==> config.mk <==
export PLATFORM = sky130hd
export DESIGN_NAME = div_issue_ctrl
export DESIGN_NICKNAME = d
export VERILOG_FILES = /design/src/rtl/div_issue_ctrl.sv
export SDC_FILE = /design/constraint.sdc
export NUM_CORES = 1
export LEC_CHECK = 0
export BUFFER_PORTS_ARGS = -buffer_cell sky130_fd_sc_hd__buf_2
export CAP_MARGIN = 20
export CELL_PAD_IN_SITES_DETAIL_PLACEMENT = 0
export CELL_PAD_IN_SITES_GLOBAL_PLACEMENT = 2
export CORE_ASPECT_RATIO = 1.25
export CORE_UTILIZATION = 26
export CTS_BUF_LIST = sky130_fd_sc_hd__clkbuf_4 sky130_fd_sc_hd__clkbuf_8
export CTS_CLUSTER_SIZE = 14
export DETAILED_ROUTE_END_ITERATION = 7
export GPL_TIMING_DRIVEN = 0
export PLACE_DENSITY_LB_ADDON = 0.2
export SKIP_LAST_GASP = 1
export SLEW_MARGIN = 0
export SYNTH_ARGS = -nofsm -noshare
export SYNTH_HDL_FRONTEND = slang
export SYNTH_SLANG_ARGS = --single-unit
==> constraint.sdc <==
create_clock -name clock -period 2.22 [get_ports clock]
set_input_delay 0.444 -clock clock [delete_from_list [all_inputs] [get_ports clock]]
set_output_delay 0.444 -clock clock [all_outputs]
set_load 0.005 [all_outputs]
==> src/rtl/div_issue_ctrl.sv <==
// div_issue_ctrl: execute-stage front end for the iterative radix-2 divider.
// It handles divide-by-zero and signed overflow locally, launches the divider
// for every other case, and hands the final result to writeback over
// a valid/ready handshake.
module div_issue_ctrl #(
    parameter int XLEN = 64,
    parameter int RD_W = 5
) (
    input  logic            clock,
    input  logic            reset,
    input  logic            in_valid,
    output logic            in_ready,
    input  logic [1:0]      in_op,
    input  logic            in_word,
    input  logic [XLEN-1:0] in_src1,
    input  logic [XLEN-1:0] in_src2,
    input  logic [RD_W-1:0] in_rd,
    input  logic            flush,
    output logic            div_valid,
    output logic            div_flush,
    output logic            div_word,
    output logic [1:0]      div_signed,
    output logic [XLEN-1:0] div_dividend,
    output logic [XLEN-1:0] div_divisor,
    input  logic            div_ready,
    input  logic            div_out_valid,
    input  logic [XLEN-1:0] div_quotient,
    input  logic [XLEN-1:0] div_remainder,
    output logic            out_valid,
    input  logic            out_ready,
    output logic [XLEN-1:0] out_data,
    output logic [RD_W-1:0] out_rd
);

    typedef enum logic [1:0] {IDLE, ISSUE, WAIT, DONE} state_t;

    state_t          state;
    logic [1:0]      op_q;
    logic            word_q;
    logic [RD_W-1:0] rd_q;
    logic [XLEN-1:0] a_q;
    logic [XLEN-1:0] b_q;
    logic [XLEN-1:0] data_q;

    logic            in_signed;
    logic [XLEN-1:0] ext_a;
    logic [XLEN-1:0] ext_b;
    logic [XLEN-1:0] min_neg;
    logic            div_zero;
    logic            ovf;
    logic            special;
    logic [XLEN-1:0] spec_data;
    logic            accept;

    // W results are always sign-extended from bit 31, unsigned forms included
    function automatic logic [XLEN-1:0] fmt(input logic [XLEN-1:0] v, input logic w);
        return w ? {{(XLEN-32){v[31]}}, v[31:0]} : v;
    endfunction

    assign in_signed = !in_op[0];
    assign accept    = (state == IDLE) && in_valid && !flush;

    // Operand extension, special-case detection and special-case result
    always_comb begin
        ext_a = in_src1;
        ext_b = in_src2;
        if (in_word) begin
            ext_a = in_signed ? {{(XLEN-32){in_src1[31]}}, in_src1[31:0]}
                              : {{(XLEN-32){1'b0}}, in_src1[31:0]};
            ext_b = in_signed ? {{(XLEN-32){in_src2[31]}}, in_src2[31:0]}
                              : {{(XLEN-32){1'b0}}, in_src2[31:0]};
        end
        // Most-negative value of the operating width, already sign-extended
        min_neg  = in_word ? {{(XLEN-31){1'b1}}, 31'b0} : {1'b1, {(XLEN-1){1'b0}}};
        div_zero = (ext_b == '0);
        ovf      = in_signed && (ext_b == '1) && (ext_a == min_neg);
        special  = div_zero || ovf;
        // Zero divisor: q = all ones, r = dividend. Overflow: q = dividend, r = 0.
        if (in_op[1])
            spec_data = fmt(div_zero ? ext_a : '0, in_word);
        else
            spec_data = fmt(div_zero ? '1 : ext_a, in_word);
    end

    // Control FSM with operand, tag and result registers
    always_ff @(posedge clock or negedge reset) begin
        if (!reset) begin
            state  <= IDLE;
            op_q   <= '0;
            word_q <= 1'b0;
            rd_q   <= '0;
            a_q    <= '0;
            b_q    <= '0;
            data_q <= '0;
        end else begin
            case (state)
                IDLE: begin
                    if (accept) begin
                        op_q   <= in_op;
                        word_q <= in_word;
                        rd_q   <= in_rd;
                        a_q    <= ext_a;
                        b_q    <= ext_b;
                        if (special) begin
                            data_q <= spec_data;
                            state  <= DONE;
                        end else begin
                            state  <= ISSUE;
                        end
                    end
                end
                ISSUE: begin
                    if (flush)          state <= IDLE;
                    else if (div_ready) state <= WAIT;
                end
                WAIT: begin
                    // A result pulse coinciding with flush is dropped
                    if (flush) begin
                        state <= IDLE;
                    end else if (div_out_valid) begin
                        data_q <= fmt(op_q[1] ? div_remainder : div_quotient, word_q);
                        state  <= DONE;
                    end
                end
                DONE: begin
                    if (flush || out_ready) state <= IDLE;
                end
                default: state <= IDLE;
            endcase
        end
    end

    assign in_ready     = (state == IDLE);
    assign out_valid    = (state == DONE);
    assign div_valid    = (state == ISSUE) && !flush;
    assign div_flush    = (state == WAIT) && flush;
    assign div_word     = word_q;
    assign div_signed   = {2{!op_q[0]}};
    assign div_dividend = a_q;
    assign div_divisor  = b_q;
    assign out_data     = data_q;
    assign out_rd       = rd_q;

endmodule

==> metrics.csv, run 1 <==
stage;metric;value;unit
final_layout;multi-input logic area;0.00528;sq mm
synth;Primary FF master, synth;dfrtp_1;
critical_path;Data required, critical path;2.64;ns
die;die area;0.0404;sq mm
hold_path;Hold/Removal Path Class;input port to flop;
global_route;total grt overflow;0;
sta;RSZ-0062 raised after global routing;yes;
placement;Post-DP HPWL;35100;um
clocking;CTS Root Cell;clkbuf_8;
pwr;pwr dens;870;mW/mm^2
clocking;CTS tree;yes;
critical_path;RR Endpoint;out_data[44];
sta;Slew HR;44.5;%
critical_path;Setup crit start kind;input port;
clocking;Clock Sinks;202;
sta;final setup fails;54;
global_route;antenna violations before repair;7;
critical_path;R2R depth;7;
placement;gpl congestion;0.819;
final_layout;cell area after layout;0.0151;sq mm
pwr;total power;13.2;mW
detailed_routing;Total Wirelength;45900;um
final_layout;share of layout cells above drive strength 1;50.1;%
critical_path;worst r2r src;state[0];
final_layout;FF+latch area;0.00506;sq mm
die;Site Rows;81;
synth;Mapped Area;0.0103;sq mm
final_layout;Core Util, Final;38.7;%
final_layout;P&R area growth vs syn;47.1;%
sta;Period minus WS final;2.27;ns
sta;Worst Max-Slew Pin Slew;0.832;ns
sta;Final Max Slew Viols;0;
detailed_routing;Initial DRT Pass Iterations;4;
pwr;P_leak;7.21;nW
flow_run;Max Cap Viol;0;
global_route;GRT Overall Usage;22.0;%
final_layout;Filler cells;4077;
synth;Async SR Flop Fraction;100;%
synth;Distinct cells, synth;44;
sta;Final Hold Viols;0;
die;core area;0.0391;sq mm
die;initial core utilization;26.3;%
clocking;Worst-Skew Late Latency;0.55;ns
run_status;failing checks;setup timing;
clocking;CTS buffer count;40;
detailed_routing;DR vias/cell;4.89;
critical_path;Worst Path Max Fanout;5;
placement;cell area after placement;0.0134;sq mm
synth;number of synthesized register bits;202;
detailed_routing;vias post-DR;10016;
synth;register area share after synthesis;49.1;%
critical_path;Crit path arrival time;2.69;ns
global_route;vias in the first global route;10457;
critical_path;critical path class;input port to flop;
synth;Yosys warning count;0;
global_route;largest net degree at the start of global routing;105;
placement;input/output buffers;473;
synth;post-synth net total;1250;
detailed_routing;DRC viols;0;
clocking;clk slew on worst S/H paths;0.06;ns
critical_path;crit path capture;out_data[48];
synth;Syn Inst Count;979;
final_layout;Final nets;1793;
run_status;status;finished, violations left;
die;Die H;224;um
critical_path;Critical Path Start;in_src1[27];
sta;clock skew;0.0138;ns
sta;fin worst setup slack;-0.0482;ns
synth;Post-synth EDFFs;0;
pwr;VDD IR max;0.484;mV
sta;Fmax;441;MHz
clocking;CTS H-tree depth;2;
detailed_routing;Final ANT Viol Nets;0;
critical_path;flop2flop setup slack;0.10;ns
sta;fin crit share;102;%
critical_path;Worst setup EP type;flop;
detailed_routing;DRT iter0 DRCs;338;
die;# IOs;475;
global_route;first-pass GRT wire length;66600;um
synth;Mean Syn Cell Area;10.5;sq um
placement;pre-CTS setup slack;-1.16;ns
clocking;worst-case clock buffer depth;3;
detailed_routing;WL/cell;22.4;um
die;die width;180;um
kinds of logic after synthesis:
family,synth area share (%)
compound gates,13.4
buf+inv,3.77
flops,49.1
mux,21.0
simple gates,12.8
per-stage QoR:
stage                     TNS [ns]  hold WS, ns  std cells
final                        -1.52        0.119       2048
after global routing         -2.65        0.105       2046
after CTS                   -0.712       0.0645       2034
after detailed placement   -147.58        0.471       1951
after floorplan              -8.35        0.148        979
after global placement     -799.33        0.465       1950
routing by layer:
metal | track usage, % | wire length [um] | vias up
met5 | 0 | 50 | -
met4 | 7.42 | 1200 | 10
met3 | 5.91 | 3070 | 71
met2 | 40.0 | 23800 | 372
met1 | 24.8 | 17800 | 4873
li1 | - | - | 4690
cell usage after synthesis, types with 19 or more instances:
library cell | n | area (sq um)
a211oi_1 | 32 | 240
a21oi_1 | 99 | 495
clkbuf_1 | 66 | 248
dfrtp_1 | 202 | 5050
mux2_1 | 26 | 293
mux2_2 | 110 | 1240
mux2i_1 | 63 | 631
nand2_1 | 45 | 169
nand3_1 | 33 | 165
nand4_1 | 19 | 119
nor2_1 | 132 | 495
nor4_1 | 28 | 175
o21a_1 | 32 | 240
o221ai_1 | 31 | 272
report_power, final:
group          total, mW  switching [mW]  internal [mW]
sequential          5.14           0.508           4.63
clock               4.03            1.70           2.32
combinational       4.01            2.01           2.01
placed cells by master, fill, tap and decap left out, drive strengths merged, types with 3 or more instances in the layout:
cell type,instances
buf,516
dfrtp,202
mux2,136
nor2,132
clkbuf,125
a21oi,99
mux2i,63
nand2,45
nand3,33
o21a,32
a211oi,32
o221ai,31
nor4,30
nand4,19
clkinv,10
o21ai,5
inv,4
o211ai,4
nor4b,4
nor3,3
nand4b,3
final cells by class:
| type | instances | share of cell area, % |
|---|---|---|
| Inverter | 5 | 0.124 |
| Antenna cell | 2 | 0.0330 |
| Sequential cell | 202 | 33.4 |
| Clock inverter | 10 | 0.496 |
| Multi-Input combinational cell | 689 | 34.9 |
| Buffer | 80 | 3.13 |
| Timing Repair Buffer | 504 | 18.8 |
| Tap cell | 498 | 4.11 |
| Clock buffer | 58 | 5.06 |
worst max-delay path: stages:
cell       delay (ns)
buf_8            0.10
nor4_4           0.35
nand4_1          0.28
a2111oi_4        0.46
nand3_4          0.11
o21ai_4          0.25
buf_12           0.17
buf_12           0.10
buf_16           0.11
mux2_4           0.29
registers in the layout, indices dropped and copies added (netlist names):
register	flops
div_dividend	64
div_divisor	64
div_word	1
op_q	2
out_data	64
out_rd	5
state	2
how the worst min path moves through the flow:
stage | to | slack [ns] | cells after the start | from
floorplan | div_dividend[0] | 0.15 | 0 | reset
finish | state[0] | 0.12 | 2 | flush
CTS | state[0] | 0.06 | 2 | flush
detailed placement | out_data[26] | 0.47 | 1 | out_data[26]
global route | out_rd[0] | 0.11 | 2 | in_rd[0]
global placement | out_data[29] | 0.46 | 1 | out_data[29]
timing repair:
action / 4_1_cts / 5_1_grt
endpoints found under the setup margin: 202 / 146
hold buffers: 1 / 0
resized for setup: 94 / 56
pin swaps: 9 / 8
cloned: 2 / 5
buffers inserted: 14 / 9
endpoints found under the hold margin: 68 / 0
(Power assumes the default switching activity.)
==> run 2: changes to the inputs <==
- TNS_END_PERCENT: not set -> 1
==> run 2 against run 1 <==
  * The run still ends with setup timing left
  * Clock power about the same
  * Worst hold slack got worse by 0.036 ns
  * Largest cell class is now registers
  * Via count decreased by 0.68%
  * Clock-buffer cell count decreased by 2
  * Highest routed layer unchanged
  * Largest power group unchanged
  * Critical path type unchanged
  * Cell count decreased by 0.98%
==> metrics.csv, run 2 (synthesis gave the netlist of run 1 again) <==
stage;metric;value;unit;change
run_status;status;finished, violations left;;unchanged
run_status;failing checks;setup timing;;unchanged
die;die width;180;um;unchanged
sta;Slew HR;56.8;%;was 44.5%
critical_path;Worst Path Max Fanout;10;;was 5
critical_path;critical path class;input port to flop;;unchanged
final_layout;n_diodes;0;;was 2
sta;fin crit share;103;%;was 102%
sta;Setup TNS;-2.29;ns;was -1.52 ns
final_layout;multi-input logic area;0.00504;sq mm;was 0.00528 sq mm
sta;fin worst setup slack;-0.0648;ns;was -0.0482 ns
pwr;pwr dens;893;mW/mm^2;was 870 mW/mm^2
sta;clock skew;0.0189;ns;was 0.0138 ns
final_layout;fin cells;2028;;was 2,048
pwr;VDD IR max;0.482;mV;was 0.484 mV
critical_path;RR Endpoint;out_data[9];;was out_data[44]
clocking;clk slew on worst S/H paths;0.06;ns;about the same
critical_path;Worst setup EP type;flop;;unchanged
global_route;GRT Overall Usage;22.0;%;about the same
flow_run;Max Cap Viol;0;;unchanged
hold_path;hold wc startpoint;flush;;unchanged
die;# IOs;475;;unchanged
die;core area;0.0391;sq mm;unchanged
global_route;total grt overflow;0;;unchanged
detailed_routing;Initial DRT Pass Iterations;5;;was 4
final_layout;share of layout cells above drive strength 1;47.5;%;was 50.1%
sta;final setup fails;60;;was 54
clocking;Worst-Skew Late Latency;0.56;ns;was 0.55 ns
placement;pre-CTS setup slack;-1.26;ns;was -1.16 ns
clocking;CTS Root Cell;clkbuf_8;;unchanged
final_layout;cell area after layout;0.0145;sq mm;was 0.0151 sq mm
sta;Worst Max-Slew Pin Slew;0.649;ns;was 0.832 ns
critical_path;flop2flop setup slack;0.01;ns;was 0.10 ns
die;Die H;224;um;unchanged
detailed_routing;DRT iter0 DRCs;387;;was 338
placement;Inst Count DP;1952;;was 1,951
clocking;Clock Sinks;202;;unchanged
detailed_routing;DR vias/cell;4.91;;was 4.89
hold_path;hold path cells;2;;unchanged
placement;gpl congestion;0.798;;was 0.819
detailed_routing;Final ANT Viol Nets;0;;unchanged
hold_path;sink of the worst hold path;state[0];;unchanged
critical_path;Setup crit start kind;input port;;unchanged
sta;Period minus WS final;2.28;ns;was 2.27 ns
critical_path;worst r2r src;op_q[1];;was state[0]
pwr;P_leak;6.94;nW;was 7.21 nW
final_layout;Filler cells;4160;;was 4,077
global_route;largest net degree at the start of global routing;110;;was 105
critical_path;Data required, critical path;2.64;ns;about the same
die;die area;0.0404;sq mm;unchanged
detailed_routing;vias post-DR;9948;;was 10,016
final_layout;most frequent cells in the layout;buf_2, dfrtp_1, nor2_1, mux2_2, a21oi_1;;was buf_2, dfrtp_1, nor2_1, a21oi_1, mux2_2
detailed_routing;Total Wirelength;45100;um;was 45,900 um
die;initial core utilization;26.3;%;unchanged
global_route;vias in the first global route;10571;;was 10,457
critical_path;R2R depth;5;;was 7
sta;Fmax;438;MHz;was 441 MHz
detailed_routing;DRC viols;0;;unchanged
final_layout;Core Util, Final;37.0;%;was 38.7%
sta;Final Hold Viols;0;;unchanged
die;Site Rows;81;;unchanged
placement;cell area after placement;0.0134;sq mm;about the same
sta;Final Max Slew Viols;0;;unchanged
final_layout;Final nets;1774;;was 1,793
clocking;CTS buffer count;40;;unchanged
placement;Post-DP HPWL;35100;um;about the same
final_layout;P&R area growth vs syn;40.8;%;was 47.1%
clocking;worst-case clock buffer depth;3;;unchanged
global_route;first-pass GRT wire length;66800;um;was 66,600 um
final_layout;FF+latch area;0.00506;sq mm;unchanged
detailed_routing;WL/cell;22.3;um;was 22.4 um
global_route;antenna violations before repair;4;;was 7
final_layout;commonest non-fill, non-tap cell in the layout;buf_2;;unchanged
sta;RSZ-0062 raised after global routing;yes;;unchanged
clocking;CTS tree;yes;;unchanged
placement;input/output buffers;473;;unchanged
critical_path;Crit path arrival time;2.71;ns;was 2.69 ns
clocking;CTS H-tree depth;2;;unchanged
hold_path;Hold/Removal Path Class;input port to flop;;unchanged
## run 2: power breakdown
part           switching [mW]  total, mW  internal, mW
clock                    1.75       4.01          2.26
sequential              0.479       5.11          4.63
combinational            1.97       3.82          1.85
total                    4.20       12.9          8.74
## run 2: stage by stage
stage / power [mW] / hold slack (ns)
3_3_place_gp: 8.97 / 0.465
3_5_place_dp: 9.02 / 0.221
6_report: 12.9 / 0.0829
2_1_floorplan: 6.87 / 0.148
5_1_grt: 13.7 / 0.0889
4_1_cts: 13.2 / 0.0491
## run 2: critical path, cell delays in order
cell and delay (ns):
buf_2 0.12, nor4_2 0.46, nand4_1 0.29, a2111oi_4 0.31, nand3_1 0.18, o21ai_4 0.21, buf_12 0.16, buf_6 0.19
mux2_4 0.32
## run 2: worst max-delay path by stage
stage | slack [ns] | depth (start not counted) | endpoint | startpoint
3_5_place_dp | -1.26 | 8 | out_data[51] | in_src2[32]
3_3_place_gp | -3.23 | 1 | div_dividend[10] | reset
6_report | -0.06 | 9 | out_data[14] | in_src1[28]
4_1_cts | -0.05 | 9 | out_data[14] | in_src1[28]
5_1_grt | -0.14 | 11 | out_data[14] | in_src2[9]
2_1_floorplan | -0.14 | 7 | out_data[13] | in_src1[30]
## run 2: repair_timing
action | CTS | global route
setup endpoints to repair | 202 | 149
setup buffers | 8 | 0
resized for setup | 56 | 3
pin swaps | 3 | 0
hold buffers | 1 | 0
endpoints found under the hold margin | 109 | 0
## run 2: area by class of cell
| cell class | instances | area share [%] |
|---|---|---|
| plain buffers | 81 | 2.89 |
| clock buffers | 56 | 4.80 |
| clock inverters | 13 | 0.846 |
| inverters | 5 | 0.130 |
| multi-input cells | 689 | 34.8 |
| flip-flops and latches | 202 | 34.9 |
| well taps | 498 | 4.30 |
| repair buffers | 484 | 17.4 |
## run 2: routing by layer
layer	track usage, %	share of wire, %	vias up
li1	-	-	4636
met1	24.5	39	4850
met2	40.8	52	388
met3	5.94	6.8	66
met4	6.51	2.4	8
met5	0	0.084	-
